===== src/rtl/div_mc_if.sv =====
// Handshake and data bundle between the execute stage and the multi-cycle divider.
interface div_mc_if;
  logic        start_i;
  logic        signed_i;
  logic [31:0] opdata1_i;
  logic [31:0] opdata2_i;
  logic        annul_i;
  logic [63:0] result_o;
  logic        ready_o;
  logic        stall_div_o;

  modport master (
    output start_i, signed_i, opdata1_i, opdata2_i, annul_i,
    input  result_o, ready_o, stall_div_o
  );

  modport slave (
    input  start_i, signed_i, opdata1_i, opdata2_i, annul_i,
    output result_o, ready_o, stall_div_o
  );
endinterface


===== src/rtl/div_mc.sv =====
// Radix-2 restoring 32-bit divider (DIV/DIVU); result is {remainder, quotient}.
//   state     | meaning
//   S_IDLE    | waiting for start, operands sampled here only
//   S_DIVZERO | divisor was zero, zero result next cycle
//   S_ON      | one restoring iteration per cycle, 32 cycles
//   S_END     | result valid for one cycle, then back to idle
module div_mc (
  input logic   clk,
  input logic   resetn,
  div_mc_if.slave bus
);

  typedef enum logic [1:0] {
    S_IDLE    = 2'b00,
    S_DIVZERO = 2'b01,
    S_ON      = 2'b10,
    S_END     = 2'b11
  } state_t;

  state_t      state, stateNext;
  logic [5:0]  cnt, cntNext;
  logic        negQuot, negQuotNext;
  logic        negRem, negRemNext;
  logic [31:0] divisor, divisorNext;
  logic [64:0] work, workNext;
  logic [63:0] result, resultNext;

  logic [31:0] absOp1, absOp2;
  logic [33:0] remShift, diff;
  logic        trialOk;
  logic [32:0] iterRem;
  logic [31:0] iterQuot;
  logic        abort;
  logic        readyInt;

  assign absOp1 = (bus.signed_i && bus.opdata1_i[31]) ? (~bus.opdata1_i + 32'd1) : bus.opdata1_i;
  assign absOp2 = (bus.signed_i && bus.opdata2_i[31]) ? (~bus.opdata2_i + 32'd1) : bus.opdata2_i;

  // Top 34 bits of the shifted work register against the divisor; bit 33 of diff is the borrow.
  assign remShift = work[64:31];
  assign diff     = remShift - {2'b00, divisor};
  assign trialOk  = ~diff[33];
  assign iterRem  = trialOk ? diff[32:0] : remShift[32:0];
  assign iterQuot = {work[30:0], trialOk};

  assign abort = bus.annul_i |
                 (~bus.start_i & ((state == S_ON) | (state == S_DIVZERO)));

  always_ff @(posedge clk or negedge resetn) begin
    if (!resetn) begin
      state   <= S_IDLE;
      cnt     <= 6'd0;
      negQuot <= 1'b0;
      negRem  <= 1'b0;
      divisor <= 32'd0;
      work    <= 65'd0;
      result  <= 64'd0;
    end else begin
      state   <= stateNext;
      cnt     <= cntNext;
      negQuot <= negQuotNext;
      negRem  <= negRemNext;
      divisor <= divisorNext;
      work    <= workNext;
      result  <= resultNext;
    end
  end

  always_comb begin
    stateNext   = state;
    cntNext     = cnt;
    negQuotNext = negQuot;
    negRemNext  = negRem;
    divisorNext = divisor;
    workNext    = work;
    resultNext  = result;
    case (state)
      S_IDLE: begin
        if (bus.start_i && !bus.annul_i) begin
          if (bus.opdata2_i == 32'd0) begin
            stateNext = S_DIVZERO;
          end else begin
            negQuotNext = bus.signed_i & (bus.opdata1_i[31] ^ bus.opdata2_i[31]);
            negRemNext  = bus.signed_i & bus.opdata1_i[31];
            workNext    = {33'd0, absOp1};
            divisorNext = absOp2;
            cntNext     = 6'd0;
            stateNext   = S_ON;
          end
        end
      end
      S_DIVZERO: begin
        resultNext = 64'd0;
        stateNext  = S_END;
      end
      S_ON: begin
        workNext = {iterRem, iterQuot};
        cntNext  = cnt + 6'd1;
        if (cnt == 6'd31) begin
          resultNext = {negRem  ? (~iterRem[31:0] + 32'd1) : iterRem[31:0],
                        negQuot ? (~iterQuot + 32'd1)      : iterQuot};
          stateNext  = S_END;
        end
      end
      S_END: begin
        stateNext = S_IDLE;
      end
      default: begin
        stateNext = S_IDLE;
      end
    endcase
    if (abort) begin
      stateNext = S_IDLE;
    end
  end

  // Annul in the END cycle suppresses the result in that same cycle.
  assign readyInt        = (state == S_END) & ~bus.annul_i;
  assign bus.ready_o     = readyInt;
  assign bus.result_o    = readyInt ? result : 64'd0;
  assign bus.stall_div_o = resetn & bus.start_i & ~readyInt & ~bus.annul_i;

endmodule


===== src/flat_wrapper.sv =====
// flat-port wrapper written by rule: the top's interface ports become plain ports
module div_mc_flat 
  (clk, resetn, bus_start_i, bus_signed_i, bus_opdata1_i, bus_opdata2_i, bus_annul_i, bus_result_o, bus_ready_o, bus_stall_div_o);
  div_mc_if bus_i ();
  input logic clk;
  input logic resetn;
  input wire logic [$bits(bus_i.start_i)-1:0] bus_start_i;
  input wire logic [$bits(bus_i.signed_i)-1:0] bus_signed_i;
  input wire logic [$bits(bus_i.opdata1_i)-1:0] bus_opdata1_i;
  input wire logic [$bits(bus_i.opdata2_i)-1:0] bus_opdata2_i;
  input wire logic [$bits(bus_i.annul_i)-1:0] bus_annul_i;
  output wire logic [$bits(bus_i.result_o)-1:0] bus_result_o;
  output wire logic [$bits(bus_i.ready_o)-1:0] bus_ready_o;
  output wire logic [$bits(bus_i.stall_div_o)-1:0] bus_stall_div_o;
  assign bus_i.start_i = bus_start_i;
  assign bus_i.signed_i = bus_signed_i;
  assign bus_i.opdata1_i = bus_opdata1_i;
  assign bus_i.opdata2_i = bus_opdata2_i;
  assign bus_i.annul_i = bus_annul_i;
  assign bus_result_o = bus_i.result_o;
  assign bus_ready_o = bus_i.ready_o;
  assign bus_stall_div_o = bus_i.stall_div_o;
  div_mc u_core (.clk(clk), .resetn(resetn), .bus(bus_i));
endmodule

===== config.mk =====
export PLATFORM = sky130hd
export DESIGN_NAME = div_mc_flat
export DESIGN_NICKNAME = d
export VERILOG_FILES = /design/src/rtl/div_mc_if.sv /design/src/rtl/div_mc.sv /design/src/flat_wrapper.sv
export SDC_FILE = /design/constraint.sdc
export NUM_CORES = 1
export LEC_CHECK = 0
export ABC_CLOCK_PERIOD_IN_PS = 13250
export BUFFER_PORTS_ARGS = -buffer_cell sky130_fd_sc_hd__buf_4
export CORE_ASPECT_RATIO = 0.9
export CORE_MARGIN = 10
export CORE_UTILIZATION = 62
export DETAILED_ROUTE_END_ITERATION = 12
export GPL_ROUTABILITY_DRIVEN = 0
export MAX_ROUTING_LAYER = met4
export PLACE_DENSITY = 0.93
export RECOVER_POWER = 50
export SYNTH_ARGS = -nofsm -noshare
export SYNTH_HDL_FRONTEND = slang
export SYNTH_SLANG_ARGS = --single-unit
export TNS_END_PERCENT = 5

===== constraint.sdc =====
create_clock -name clk -period 13.25 [get_ports clk]
set_input_delay 1.9875 -clock clk [delete_from_list [all_inputs] [get_ports clk]]
set_output_delay 1.9875 -clock clk [all_outputs]
set_load 0.05 [all_outputs]

==> impl_metrics.ini <==
[sta]
setup_violations = 0
finalMaxSlewViolations = 213
setup_tns_ns = 0
worstMarginPinSlew_ns = 3.47
clock.fmax_ghz = 0.119
fin_worst_hold_slack_ns = 0.474
slew_headroom = -1.31
min_period_ns = 8.38
fin_ws_ns = 4.87
rsz0062_at_grt = no
final_hold_viol_count = 0
fin_crit_sh = 0.633
skew_ns = 0.0105

[global_route]
antenna_found_initial = 0
grt_pass1_vias = 11500
grt_use_total = 0.278
grt_max_degree = 109
grt_pass1_wl_mm = 58.7
overflow = 0

[setup_path]
path_buf_inv = 1
r2r.worst_path.cells = 13
worst_ep_arrival_time_ns = 8.70
slowest_stage = nor2_1
crit_family = simple AND/OR/NAND/NOR gates
slowest_delay_ns = 2.17
startpoint_type = flop
cp_max_fo = 46
crit_chain = ha_1 -> nand2_1 -> nor3_1 -> nand3_1 -> a31oi_1 -> nor3_1 -> nor2_1 -> inv_1 -> o31ai_1 -> nand3_2 -> o41ai_2 -> xnor2_1 -> o21ai_1
crit_required_ns = 13.57
crit_top_cell = nor3_1
path_class = reg2reg
end_kind = flop
cp.depth = 13

[synth]
synth_edf_count = 0
synth_area_mm2 = 0.0125
yosysUniqueCellTypes = 81
synth.yosys.seq_area_share = 0.342
synth_top_cell_area_share = 0.342
synth_area_per_cell_um2 = 8.03
synth_fa_ha_area_frac = 0.0416
synth_ff_type = dfrtp_1
syn-instance-count = 1558
synth_compound_area_frac = 0.235
synth_area_leaders = dfrtp_1 (34%), nand2_1 (6.2%), o21ai_0 (5.4%), xor2_1 (4.9%), xnor2_1 (4.8%)
yosys.cell_count.top_type = nand2_1
muxShareOfSynthArea = 0.0169
yosys_warnings = 0
ys_top_cells_by_count = nand2_1 (206), dfrtp_1 (171), nor2_1 (139)
synth_top_family_by_area = compound AO/OA/AOI/OAI gates
yosys.area.top_type = dfrtp_1
synth-simple-area-share = 0.221
synthArstFlopShare = 1.00
synth_seq_cells = 171
synthesis.nets = 1668
synthXorXnorAreaFrac = 0.0973

[floorplanning]
core-area_mm2 = 0.0199
io-pin-count = 135
num_rows = 49
die_area_mm2 = 0.0263
die-height_um = 155
die_w_um = 170
start_util = 0.628

[clock_network]
cts_buffer_depth = 2
cts_hold_buf = 0
h-tree-depth = 4
post-cts-setup-buffers = 0
path_clk_slew_ns = 0.07
clock-sinks = 171
clk_latency_ns = 0.45
cts_resized = 0
numCtsBuffers = 17
cts_tree = built
cts_root_buf = clkbuf_16

[finish]
final_area_mm2 = 0.0141
nets = 1739
area_delta_synth_final_pct = 12.5
antenna_cells = 0
final_cells = 1897
drive_above_1_share = 0.118
final_util = 0.706

[outcome]
violations = max-capacitance violations, max-slew violations
status = complete, but fails checks

[flow_run]
drv_cap = 5

[place]
place.port_buffers = 134
dp_worst_setup_slack_ns = 7.04
hpwl_mm = 26.8
place_area_mm2 = 0.0135
placed_cells = 1865

[routing]
viasPerCell = 6.49
vias = 12300
dr.first_iter.drc_count = 1522
antenna_left = 0
drt_pass1_iterations = 8
wirelength_mm = 36.7
route.detailed.drc = 0
wl_per_cell_um = 19.4

[pwr]
clockPowerShare = 0.264
swShare = 0.412
comb_power_share = 0.354
seqPwrFrac = 0.382
power.internal_mw = 1.18
power.density_mw_per_mm2 = 143
power_mw = 2.01
p_sw_uw = 827
cellLeakagePower_nw = 6.37
irDropWorstVdd_mv = 0.0970

[worst_hold_path]
min_delay_path_depth = 2
hold_path.class = reg2reg
==> worst paths after layout <==
check / start / end / slack [ns]
max in group asynchronous: resetn / u_core.result[8] / 6.78
min reg2reg: u_core.result[43] / u_core.result[43] / 0.47
max: u_core.work[54] / u_core.result[63] / 4.87
min: u_core.result[43] / u_core.result[43] / 0.47
min in group asynchronous: resetn / u_core.divisor[30] / 2.25
max reg2reg: u_core.work[54] / u_core.result[63] / 4.87
==> metal layers <==
metal	routed length [um]	track usage	part of all wire	up-vias
met2	15600	0.394	0.42	823
met1	15400	0.382	0.42	5754
li1	-	-	-	5627
met3	4920	0.0718	0.13	104
met4	833	0.0835	0.023	0
met5	0	-	0	-
==> sequential cells by signal, summed over array words and instances (netlist names) <==
name / count
u_core.work: 65
u_core.divisor: 32
u_core.negQuot: 1
u_core.state: 2
u_core.cnt: 6
u_core.result: 64
u_core.negRem: 1
==> power by group through the flow <==
stage | logic (mW) | registers (mW) | clock network, mW
2_1_floorplan | 0.538 | 0.705 | 0
3_3_place_gp | 0.652 | 0.757 | 0
3_5_place_dp | 0.684 | 0.766 | 0
4_1_cts | 0.696 | 0.760 | 0.528
5_1_grt | 0.776 | 0.779 | 0.549
6_report | 0.711 | 0.767 | 0.529
==> worst min-delay path: stages (launching register included) <==
cell and delay [ns]:
dfrtp_1 0.33, nand2_1 0.05, o21ai_0 0.06
==> layout by cell type (no fill, tap or decap), types with 4 or more instances in the layout <==
cell type  instances
a31oi_1           10
nand3b_1           4
or4_1             11
xor2_1            70
o31ai_1           51
o21a_1             6
nand3_1           24
buf_4            137
nor4_1            11
nor2b_1           12
mux2i_1           20
and2_1            72
nor2_1           140
inv_8              4
clkbuf_1           5
or2_2              5
o21ai_0          136
ha_1              39
inv_1             55
nand2b_1           9
or3_1             19
o211ai_1           8
o22ai_1           18
o31a_1             4
o2111ai_1          4
a21o_1            15
nor3_1            29
nor3b_1            4
o41ai_1            8
clkbuf_16         17
nand4_1           10
a211oi_1          20
and3_1             7
dfrtp_1          171
xnor2_1           69
a21oi_1          112
o21ai_1           30
nand2_1          205
==> cell type report <==
class | instances | area, um2
Multi-Input combinational cell | 1242 | 7590
Fill cell | 1471 | 5860
Sequential cell | 171 | 4280
Timing Repair Buffer | 141 | 1040
Clock buffer | 19 | 443
Tap cell | 255 | 319
Inverter | 56 | 210
Clock inverter | 13 | 179
==> cell families after synthesis <==
family,after synthesis
simple gates,577
compound gates,464
flops,171
buf+inv,145
xor+xnor,139
fa+ha+maj,41
mux,21
No activity file was read; power rests on OpenSTA's default activity.
